## config.mk

```make
export PLATFORM = sky130hd
export DESIGN_NAME = updown_counter
export DESIGN_NICKNAME = d
export VERILOG_FILES = /design/src/rtl/updown_counter.sv
export SDC_FILE = /design/constraint.sdc
export NUM_CORES = 1
export LEC_CHECK = 0
export CAP_MARGIN = 20
export CORE_UTILIZATION = 55
export CTS_BUF_LIST = sky130_fd_sc_hd__clkbuf_4 sky130_fd_sc_hd__clkbuf_8 sky130_fd_sc_hd__clkbuf_16
export DETAILED_ROUTE_END_ITERATION = 12
export PLACE_DENSITY = 0.87
export SYNTH_ARGS = -nofsm -noshare
export SYNTH_HDL_FRONTEND = slang
export SYNTH_SLANG_ARGS = --single-unit
```

## constraint.sdc

```tcl
create_clock -name clk_i -period 3.61 [get_ports clk_i]
set_input_delay 0.722 -clock clk_i [delete_from_list [all_inputs] [get_ports clk_i]]
set_output_delay 0.722 -clock clk_i [all_outputs]
set_load 0.05 [all_outputs]
```

## src/rtl/updown_counter.sv

```systemverilog
// Runtime-programmable up/down modulo counter with wrap or saturate mode,
// combinational carry lookahead for cascading, registered wrap pulse and sticky overflow.
module updown_counter #(
  parameter int unsigned Width      = 8,
  parameter logic        SatDefault = 1'b0
) (
  input  logic             clk_i,
  input  logic             rst_ni,
  input  logic             en_i,
  input  logic             up_i,
  input  logic             clr_i,
  input  logic             load_i,
  input  logic [Width-1:0] load_val_i,
  input  logic [Width-1:0] limit_i,
  input  logic             mode_we_i,
  input  logic             sat_mode_i,
  output logic [Width-1:0] value_o,
  output logic             at_max_o,
  output logic             at_zero_o,
  output logic             carry_o,
  output logic             wrap_o,
  output logic             overflow_o
);

  logic [Width-1:0] value_q, value_d;
  logic             wrap_q, wrap_d;
  logic             ovf_q, ovf_d;
  logic             sat_q;

  logic [Width:0]   one_ext;
  logic [Width:0]   sum_up;
  logic [Width:0]   sum_dn;
  logic             above_lim;
  logic             below_lim;
  logic             is_zero;

  assign one_ext   = {{Width{1'b0}}, 1'b1};
  assign sum_up    = {1'b0, value_q} + one_ext;
  assign sum_dn    = {1'b0, value_q} - one_ext;
  assign above_lim = value_q > limit_i;
  assign below_lim = value_q < limit_i;
  assign is_zero   = value_q == '0;

  always_comb begin
    value_d = value_q;
    wrap_d  = 1'b0;
    ovf_d   = ovf_q;
    if (clr_i) begin
      value_d = '0;
      ovf_d   = 1'b0;
    end else if (load_i) begin
      value_d = (load_val_i > limit_i) ? limit_i : load_val_i;
    end else if (en_i) begin
      if (up_i) begin
        if (below_lim) begin
          value_d = sum_up[Width-1:0];
        end else if (sat_q) begin
          // at or above limit: saturate onto limit (holds when already there)
          value_d = limit_i;
          ovf_d   = 1'b1;
        end else begin
          value_d = '0;
          wrap_d  = 1'b1;
          ovf_d   = 1'b1;
        end
      end else begin
        if (above_lim) begin
          value_d = limit_i;
        end else if (is_zero) begin
          if (sat_q) begin
            ovf_d = 1'b1;
          end else begin
            value_d = limit_i;
            wrap_d  = 1'b1;
            ovf_d   = 1'b1;
          end
        end else begin
          value_d = sum_dn[Width-1:0];
        end
      end
    end
  end

  always_ff @(posedge clk_i or negedge rst_ni) begin
    if (!rst_ni) begin
      value_q <= '0;
      wrap_q  <= 1'b0;
      ovf_q   <= 1'b0;
      sat_q   <= SatDefault;
    end else begin
      value_q <= value_d;
      wrap_q  <= wrap_d;
      ovf_q   <= ovf_d;
      if (mode_we_i) begin
        sat_q <= sat_mode_i;
      end
    end
  end

  assign value_o    = value_q;
  assign wrap_o     = wrap_q;
  assign overflow_o = ovf_q;
  assign at_max_o   = value_q == limit_i;
  assign at_zero_o  = is_zero;
  assign carry_o    = en_i & ~clr_i & ~load_i & ~sat_q & (up_i ? ~below_lim : is_zero);

endmodule

```

==> summary.txt, run 1 <==
Status = completed
Synth cell types = 50
Most frequent cells in the layout = clkdlybuf4s50_1, ha_1, nand2_1
Slowest-stage cell, CP = clkdlybuf4s50_1
Hold_buf cts = 0
DRT Pass-1 Iters = 7
P_int = 360 uW
Min Clock Period, post-route = 3.46 ns
Sequential power share = 25.2%
Post-Syn Nets = 238
Final antenna-violating net count = 0
Clock sink count = 11
GR Util met3 = 4.42%
Measured slew at the worst slew-check pin = 0.611 ns
Gate power share = 60.0%
Total negative slack = 0 ns
Met1 Resource Use GR = 45.0%
FF+latch count, synth = 11
Top-level port count = 37
Pins Over Slew Limit = 0
Power Dens Cells = 333 nW/um^2
WL per Instance = 19.5 um
Crit-path cells = clkdlybuf4s50_1, inv_1, ha_1, nand4_1, a21o_1, nand2_1, a21oi_1, nor3_2, buf_12
Global placer's final weighted congestion = 1.02
Worst r2r src = value_o[0]$_DFFE_PN0P_
DRC = 0
Most used DFF post-synth = dfrtp_1
Psw = 332 uW
All-Layer GR Usage = 34.7%
Overflow after GRT = 0
Hold Path Class = register to register
Leading cell type in the layout, fill and taps excluded = clkdlybuf4s50_1
Sum of buffers and inverters on the critical path = 3
# rows = 19
Gr busiest metal = met2
Crit start category = input port
Synthesized area = 1600 um^2
Number of enable flip-flop cells after synthesis = 0
Chip Width = 55.9 um
CTS tree = yes
FMAX = 0.289 GHz
Critical path class = input port to output port
CTS resizes = 0
First-pass GRT wire length = 8.38 mm
Clock latency at the later pin of the worst-skew pair = 0.29 ns
Post-Syn Instances = 195
Worst Skew = 0.0148 ns
Core area = 2760 um^2
CTS max path bufs = 2
Initial DRC count = 116
Die Area = 3120 um^2
Worst hold start = overflow_o$_DFFE_PN0P_
Hold_ws = 0.506 ns
Layout fillers = 214
Die H = 55.9 um
Diode count = 0
Sw Share = 48.0%
Setup slack, reg-to-reg = 0.88 ns
DRT Wirelength = 5.24 mm
Syn. warnings = 0
Asr flop ratio synth = 100%
Dpl hpwl = 4.02 mm
Starting Density = 57.9%
Crit path max-delay family = buffers and inverters
R2R cell count = 10
Largest stage delay, worst path = 0.52 ns
Largest net degree at the start of global routing = 16
Final Cycle Share = 95.9%
I/O Buffers = 36
Crit. End Element = output port
Max Fanout on Critical Path = 4
Rel. slew slack = 59.2%
RSZ-0062 raised after global routing = false
Final setup viols = 0
Clk pwr share = 14.8%
Endpoint with the worst hold slack = overflow_o$_DFFE_PN0P_
Vias in the first global route = 1763
Via count = 1818
Max-cap violations = 0
M2 GR Usage = 57.7%
Fraction of layout cells with a size suffix above 1 = 12.2%
H-Tree Depth = 1
Seq/Total Area, Yosys = 17.2%
Worst Path Required = 2.89 ns
Leakage Power = 0.000908 uW
Total CTS buffers = 3
Layout Nets = 281
Worst-path clk slew = 0.08 ns
RR Endpoint = value_o[4]$_DFFE_PN0P_
Peak supply drop = 0.305 mV
Final hold violations = 0
Number of setup buffers added after CTS = 0
Hold depth = 2
Root Driver = clkbuf_4
Initial antenna violation count = 0
Worst Path Arrival = 2.74 ns
Vias/cell = 6.78
Avg Cell Area, Syn = 8.19 um^2
Area grow syn2layout = 30.0%
cell type report:
class                   count  area (um^2)  share of cell area [%]
flip-flops and latches     11          275                    13.3
well taps                  31         38.8                    1.87
multi-input cells         162         1230                    59.1
repair buffers             45          448                    21.6
clock buffers               4         30.0                    1.45
inverters                  15         56.3                    2.71
registers in the layout, indices dropped and copies added (netlist names):
register    flops
overflow_o      1
sat_q           1
value_o         8
wrap_o          1
cell usage after synthesis, types with 4 or more instances:
cell | n | area share, %
nor2_1 | 11 | 2.6
xor2_1 | 6 | 3.3
a31oi_1 | 5 | 2.0
o221ai_1 | 4 | 2.2
inv_1 | 14 | 3.3
and3_1 | 4 | 1.6
xnor2_1 | 5 | 2.7
nand3_1 | 6 | 1.9
nor3_1 | 5 | 1.6
o21ai_0 | 5 | 1.6
clkbuf_1 | 4 | 0.94
dfrtp_1 | 11 | 17
nand2_1 | 18 | 4.2
ha_1 | 19 | 15
mux2i_1 | 10 | 6.3
a21oi_1 | 15 | 4.7
per-layer routing:
| layer | wire [um] | share of wire [%] | up-vias |
|---|---|---|---|
| met5 | 0 | 0 | - |
| met1 | 2020 | 39 | 838 |
| met3 | 574 | 11 | 23 |
| li1 | - | - | 830 |
| met2 | 2430 | 46 | 127 |
| met4 | 206 | 3.9 | 0 |
per-stage QoR:
step | setup WS [ns] | utilization, % | power (uW) | instance area, um^2 | std cells
CTS | 0.154 | 75.3 | 684 | 2080 | 268
global route | 0.00872 | 75.3 | 732 | 2080 | 268
detailed placement | 0.170 | 74.2 | 582 | 2050 | 264
finish | 0.148 | 75.3 | 692 | 2080 | 268
floorplan | 0.316 | - | 442 | 1600 | 195
global placement | 0.234 | 74.2 | 573 | 2050 | 264
worst max-delay path by stage:
stage / endpoint / cells past startpoint / slack [ns] / start
final: carry_o / 9 / 0.15 / limit_i[5]
after global routing: carry_o / 9 / 0.009 / limit_i[5]
after CTS: carry_o / 9 / 0.15 / limit_i[5]
after detailed placement: carry_o / 9 / 0.17 / limit_i[5]
after global placement: carry_o / 9 / 0.23 / limit_i[5]
after floorplan: carry_o / 9 / 0.32 / value_o[0]$_DFFE_PN0P_
power groups by stage:
stage | registers [uW] | clock network, uW | logic (uW)
floorplan | 200 | 0 | 242
global placement | 174 | 0 | 399
detailed placement | 176 | 0 | 406
CTS | 173 | 103 | 408
global route | 177 | 111 | 443
finish | 175 | 103 | 415
kinds of logic after synthesis:
family | count (synthesis) | synth area share (%)
fa+ha+maj | 19 | 14.9
buf+inv | 22 | 6.19
xor+xnor | 11 | 6.03
compound gates | 63 | 29.5
mux | 11 | 6.98
simple gates | 58 | 19.2
flops | 11 | 17.2
worst min-delay path: stages, from the launching register on:
cell and delay, ns:
dfrtp_1 0.35, a31oi_1 0.05, nor2_1 0.07
Power figures use the tool's default switching activity.
==> run 2: changes to the inputs <==
- SETUP_SLACK_MARGIN: not set -> 0.1
- SKIP_CTS_REPAIR_TIMING: not set -> 1
- TNS_END_PERCENT: not set -> 30
==> run 2 against run 1 <==
- global-route usage unchanged
- non-clock buffer count increased by 1
- final cell count increased by 0.37%
- critical endpoint unchanged
==> summary.txt, run 2 (same netlist as run 1, synthesis figures left out) <==
Status = completed
# rows = 19 (unchanged)
CTS max path bufs = 2 (unchanged)
Core area = 2760 um^2 (unchanged)
Worst-path clk slew = 0.08 ns (about the same)
Metal2 WL = 2.41 mm (-1.0%)
DRT Wirelength = 5.31 mm (+1.3%)
Crit path to = carry_o
Peak supply drop = 0.307 mV (+0.66%)
Worst Path Required = 2.89 ns (about the same)
Slowest-stage cell, CP = clkdlybuf4s50_1
Most frequent cells in the layout = clkdlybuf4s50_1, ha_1, nand2_1
Chip Width = 55.9 um (unchanged)
Max Fanout on Critical Path = 4 (unchanged)
Crit. End Element = output port
Final hold violations = 0 (unchanged)
Global placer's final weighted congestion = 1.02 (unchanged)
Overflow after GRT = 0 (unchanged)
Leading cell type in the layout, fill and taps excluded = clkdlybuf4s50_1
Setup slack, reg-to-reg = 0.88 ns (about the same)
CP startpoint = limit_i[3]
Vias/cell = 6.77 (-0.21%)
DR WL met3 = 599 um (+4.4%)
Total CTS buffers = 3 (unchanged)
RR Endpoint = value_o[4]$_DFFE_PN0P_
Power Dens Cells = 334 nW/um^2 (about the same)
Max-cap violations = 0 (unchanged)
Pre-CTS WS = 0.170 ns (unchanged)
Crit-path cells = clkdlybuf4s50_1, inv_1, ha_1, a21oi_1, a21o_1, nand2_1, a21oi_2, nor3_2, buf_12
Pins Over Slew Limit = 0 (unchanged)
Hold Path Class = register to register
Worst Path Arrival = 2.65 ns (-0.09 ns)
Worst r2r src = value_o[0]$_DFFE_PN0P_
Sum of buffers and inverters on the critical path = 3 (unchanged)
Vias in the first global route = 1763 (unchanged)
Crit start category = input port
Crit path max-delay family = buffers and inverters
Highest routed layer = met4
WL per Instance = 19.7 um (+0.96%)
H-Tree Depth = 1 (unchanged)
First-pass GRT wire length = 8.38 mm (unchanged)
Rel. slew slack = 58.5% (-0.64 points)
Dpl hpwl = 4.02 mm (unchanged)
Largest register FFs = 8 (unchanged)
Setup ws final = 0.235 ns (+0.0870 ns)
Clock sink count = 11 (unchanged)
FMAX = 0.296 GHz (+2.6%)
RSZ-0062 raised after global routing = false
Root Driver = clkbuf_4
Clock latency at the later pin of the worst-skew pair = 0.29 ns (about the same)
Layout Nets = 282 (+0.36%)
Initial antenna violation count = 0 (unchanged)
Critical path class = input port to output port
R2R cell count = 10 (unchanged)
CTS tree = yes
Placed Cells = 264 (unchanged)
Metal-1 WL = 2.06 mm (+1.8%)
Area grow syn2layout = 30.9%
Initial DRC count = 135 (+16%)
Leakage Power = 0.000923 uW (+1.5%)
DRT Pass-1 Iters = 7 (unchanged)
Largest net degree at the start of global routing = 16 (unchanged)
Worst Skew = 0.0157 ns (+0.000893 ns)
Final antenna-violating net count = 0 (unchanged)
Final setup viols = 0 (unchanged)
Crit path depth = 9 (unchanged)
Total negative slack = 0 ns (unchanged)
Fraction of layout cells with a size suffix above 1 = 13.0% (+0.79 points)
Via count = 1821 (+0.17%)
Final Cycle Share = 93.5% (-2.4 points)
Top-level port count = 37 (unchanged)
Starting Density = 57.9% (unchanged)
I/O Buffers = 36 (unchanged)
Final Non-Filler Cells = 269 (+0.37%)
Die Area = 3120 um^2 (unchanged)
Die H = 55.9 um (unchanged)
All-Layer GR Usage = 34.7% (unchanged)
Measured slew at the worst slew-check pin = 0.620 ns (+0.00952 ns)
Min Clock Period, post-route = 3.37 ns (-0.0870 ns)
Diode count = 0 (unchanged)
Largest stage delay, worst path = 0.54 ns (+0.02 ns)
DRC = 0 (unchanged)
[run 2: stage by stage]
stage | hold slack (ns) | util [%] | instance area, um^2 | power, uW
final | 0.514 | 75.8 | 2090 | 697
after detailed placement | 0.500 | 74.2 | 2050 | 582
after floorplan | 0.426 | - | 1600 | 442
after global placement | 0.494 | 74.2 | 2050 | 573
after CTS | 0.517 | 75.3 | 2080 | 684
after global routing | 0.534 | 75.8 | 2090 | 737
[run 2: cell type report]
class	count	area, um^2
Clock buffer	4	30.0
Fill cell	215	668
Inverter	15	56.3
Multi-Input combinational cell	162	1230
Sequential cell	11	275
Tap cell	31	38.8
Timing Repair Buffer	46	458
[run 2: per-layer routing]
| layer | up-vias | GRT usage (%) |
|---|---|---|
| met5 | - | 0 |
| met3 | 27 | 4.42 |
| met2 | 132 | 57.7 |
| met4 | 0 | 15.3 |
| met1 | 837 | 45.0 |
| li1 | 825 | - |
[run 2: tightest hold or removal path: cells and delay by family (launching register included)]
kind | cells | cell delay (ns)
AO/OA/AOI/OAI | 1 | 0.05
flip-flops | 1 | 0.36
AND/OR/NAND/NOR | 1 | 0.07
[run 2: report_power, final]
group / switching [uW] / internal [uW] / total (uW)
Sequential: 39.1 / 136 / 175
Clock: 53.2 / 50.4 / 104
Combinational: 243 / 175 / 419
Total: 336 / 361 / 697
[run 2: worst min path at each step]
stage | start | to | cells past startpoint
global placement | overflow_o$_DFFE_PN0P_ | overflow_o$_DFFE_PN0P_ | 2
finish | overflow_o$_DFFE_PN0P_ | overflow_o$_DFFE_PN0P_ | 2
detailed placement | overflow_o$_DFFE_PN0P_ | overflow_o$_DFFE_PN0P_ | 2
CTS | overflow_o$_DFFE_PN0P_ | overflow_o$_DFFE_PN0P_ | 2
global route | overflow_o$_DFFE_PN0P_ | overflow_o$_DFFE_PN0P_ | 2
floorplan | rst_ni | overflow_o$_DFFE_PN0P_ | 0
==> run 3: changes to the inputs <==
- ABC_AREA: not set -> 1
- CORE_UTILIZATION: 55 -> 57
- GPL_ROUTABILITY_DRIVEN: not set -> 0
==> run 3 against run 2 <==
- via count up 21%
- routed wire length is 3.1% higher
- core utilization is 0.81 points lower
- critical path type unchanged
- largest power group unchanged
==> summary.txt, run 3 <==
Main combinational cell family by area after synthesis = simple AND/OR/NAND/NOR gates
RR Endpoint = value_o[0]$_DFFE_PN0P_
Post-Syn Nets = 365 (+53%)
Asr flop ratio synth = 100% (unchanged)
Clock latency at the later pin of the worst-skew pair = 0.28 ns (about the same)
Register area = 275 um^2 (unchanged)
Measured slew at the worst slew-check pin = 0.637 ns (+0.0171 ns)
Syn. warnings = 0 (unchanged)
CTS tree = yes
Largest cells by area after synthesis = nand2_1, dfrtp_1, ha_1, nand3_1, nor2_1
Vias/cell = 5.52 (-18%)
Worst Path Arrival = 2.67 ns (+0.02 ns)
Fraction of layout cells with a size suffix above 1 = 9.30% (-3.7 points)
DRT Wirelength = 5.47 mm (+3.1%)
Post-synth top area share = 24.2% (+6.9 points)
Power Dens Cells = 333 nW/um^2 (-0.15%)
Worst r2r src = value_o[3]$_DFFE_PN0P_
DRC = 0 (unchanged)
Rel. slew slack = 57.4% (-1.1 points)
CTS max path bufs = 2 (unchanged)
Final setup viols = 0 (unchanged)
FMAX = 0.295 GHz (-0.56%)
Pins Over Slew Limit = 0 (unchanged)
Via count = 2203 (+21%)
FF+latch count, synth = 11 (unchanged)
Largest net degree at the start of global routing = 18 (+2)
Setup slack, reg-to-reg = 1.01 ns (+0.13 ns)
Worst Skew = 0.00631 ns (-0.00934 ns)
P_int = 369 uW (+2.2%)
Die Area = 3590 um^2 (+15%)
Worst Path Required = 2.89 ns (about the same)
Peak supply drop = 0.303 mV (-1.2%)
Post-synthesis compound-gate area fraction = 10.0% (-19 points)
R2R cell count = 14 (+4)
Most used DFF post-synth = dfrtp_1
Number of enable flip-flop cells after synthesis = 0 (unchanged)
Endpoint with the worst hold slack = overflow_o$_DFFE_PN0P_
Max-cap violations = 0 (unchanged)
Top-level port count = 37 (unchanged)
Die H = 59.9 um (+7.2%)
Psw = 406 uW (+21%)
Slowest-stage cell, CP = clkdlybuf4s50_1
Initial antenna violation count = 0 (unchanged)
Worst hold start = overflow_o$_DFFE_PN0P_
DRT Pass-1 Iters = 4 (-3)
Largest register FFs = 8 (unchanged)
Layout Nets = 399 (+41%)
Most frequent cells in the layout = nand2_1, nand3_1, nor2_1
Sequential power share = 23.1% (-2.0 points)
Final hold violations = 0 (unchanged)
Mux share of post-synthesis cell area = 0% (-7.0 points)
Diode count = 0 (unchanged)
Leading cell type in the layout, fill and taps excluded = nand2_1
Overflow after GRT = 0 (unchanged)
Gate power share = 65.4% (+5.3 points)
Design area = 2330 um^2 (+11%)
Clk pwr share = 11.5% (-3.4 points)
# rows = 20 (+1)
WL per Instance = 13.7 um (-30%)
Crit-path cells = clkdlybuf4s50_1, inv_1, ha_1, a21oi_1, nor2_1, nor2_2, nand2_2, o21ai_1, inv_1, nand4_1, a21oi_2, buf_12
Hold depth = 2 (unchanged)
RSZ-0062 raised after global routing = false
Sw Share = 52.3% (+4.2 points)
H-Tree Depth = 1 (unchanged)
Chip Width = 59.9 um (+7.2%)
Status = completed
Layout fillers = 286 (+33%)
Synth cell types = 33 (-34%)
All-Layer GR Usage = 33.3% (-1.4 points)
Largest stage delay, worst path = 0.51 ns (-0.03 ns)
Area grow syn2layout = 21.8%
Placed cell area = 2290 um^2 (+12%)
Dpl hpwl = 4.31 mm (+7.2%)
Post-synth top area cell = nand2_1
Root Driver = clkbuf_4
Max Fanout on Critical Path = 4 (unchanged)
Vias in the first global route = 1983 (+12%)
Clock sink count = 11 (unchanged)
Min Clock Period, post-route = 3.39 ns (+0.0191 ns)
Adder-cell area share of the yosys netlist = 12.5% (-2.4 points)
CP most frequent cell = inv_1
Final antenna-violating net count = 0 (unchanged)
Seq/Total Area, Yosys = 14.4% (-2.8 points)
I/O Buffers = 36 (unchanged)
Crit. End Element = output port
Synthesized area = 1910 um^2 (+20%)
Simple-gate area share of the yosys netlist = 50.0% (+31 points)
Leakage Power = 0.00128 uW (+39%)
Hold Path Class = register to register
Final Cycle Share = 94.0% (+0.53 points)
Critical path class = input port to output port
Xor/xnor share of the synthesized area = 1.83% (-4.2 points)
Starting Density = 61.5% (+3.6 points)
Multi-input combinational cell area = 1420 um^2 (+16%)
Post-Syn Instances = 322 (+65%)
Commonest cells in the netlist = nand2_1, nand3_1, nor2_1, inv_1, ha_1
Worst-path clk slew = 0.08 ns (about the same)
Avg Cell Area, Syn = 5.93 um^2 (-28%)
Total negative slack = 0 ns (unchanged)
Count leader, synth = nand2_1
Initial DRC count = 132 (-2.2%)
Crit start category = input port
First-pass GRT wire length = 8.86 mm (+5.7%)
Core area = 3100 um^2 (+13%)
Total CTS buffers = 3 (unchanged)
[run 3: cell types whose count changed in the layout (fill, tap and decap cells not counted), moves of 5 or more]
cell	before	now
inv_1	14	27
buf_4	10	5
nand3_1	6	38
a21boi_0	0	5
nand2_1	18	123
nor2_1	11	32
a31oi_1	5	0
mux2i_1	10	0
[run 3: layout make-up]
cell class                      count  area share, %
Clock buffer                        3          0.968
Clock inverter                      1          0.215
Tap cell                           44           2.37
Multi-Input combinational cell    267           61.2
Inverter                           32           5.16
Sequential cell                    11           11.8
Timing Repair Buffer               41           18.3
[run 3: cell families (layout without fill, tap and decap cells)]
group | after synthesis | count (layout)
compound gates | 31 | 31
xor+xnor | 4 | 4
fa+ha+maj | 19 | 19
buf+inv | 44 | 77
flops | 11 | 11
simple gates | 213 | 213
[run 3: layer usage]
layer / GRT usage, % / part of all wire (%) / wire (um) / vias up
li1: - / - / - / 1100
met2: 57.5 / 49 / 2680 / 107
met4: 11.3 / 2.6 / 144 / 0
met3: 6.93 / 7.9 / 430 / 15
met1: 40.8 / 41 / 2220 / 981
met5: 0 / 0 / 0 / -
[run 3: stage by stage]
| step | utilization [%] | hold slack (ns) | cells | power [uW] | setup WS, ns |
|---|---|---|---|---|---|
| 2_1_floorplan | - | 0.426 | 322 | 547 | 0.202 |
| 3_3_place_gp | 73.7 | 0.537 | 395 | 666 | 0.252 |
| 3_5_place_dp | 73.7 | 0.524 | 395 | 678 | 0.165 |
| 4_1_cts | 74.6 | 0.549 | 399 | 770 | 0.149 |
| 6_report | 75.0 | 0.541 | 399 | 775 | 0.216 |
| 5_1_grt | 75.0 | 0.596 | 399 | 837 | 0.0878 |
[run 3: power by group through the flow]
stage	combinational (uW)	clock, uW	sequential [uW]
2_1_floorplan	340	0	207
3_3_place_gp	486	0	180
3_5_place_dp	498	0	181
4_1_cts	500	92.5	178
5_1_grt	559	95.9	182
6_report	507	89.1	179
[run 3: how the worst max path moves through the flow]
stage / from / end / depth (start not counted)
floorplan: value_o[0]$_DFFE_PN0P_ / carry_o / 14
global placement: limit_i[7] / carry_o / 12
detailed placement: limit_i[1] / carry_o / 14
CTS: limit_i[1] / carry_o / 14
global route: limit_i[4] / carry_o / 12
finish: limit_i[5] / carry_o / 12
[run 3: worst max-delay path, delay by kind of cell]
kind	cells	cell delay [ns]
AO/OA/AOI/OAI	3	0.41
adder cells (fa/ha/maj)	1	0.31
buffers and inverters	4	0.82
AND/OR/NAND/NOR	4	0.42
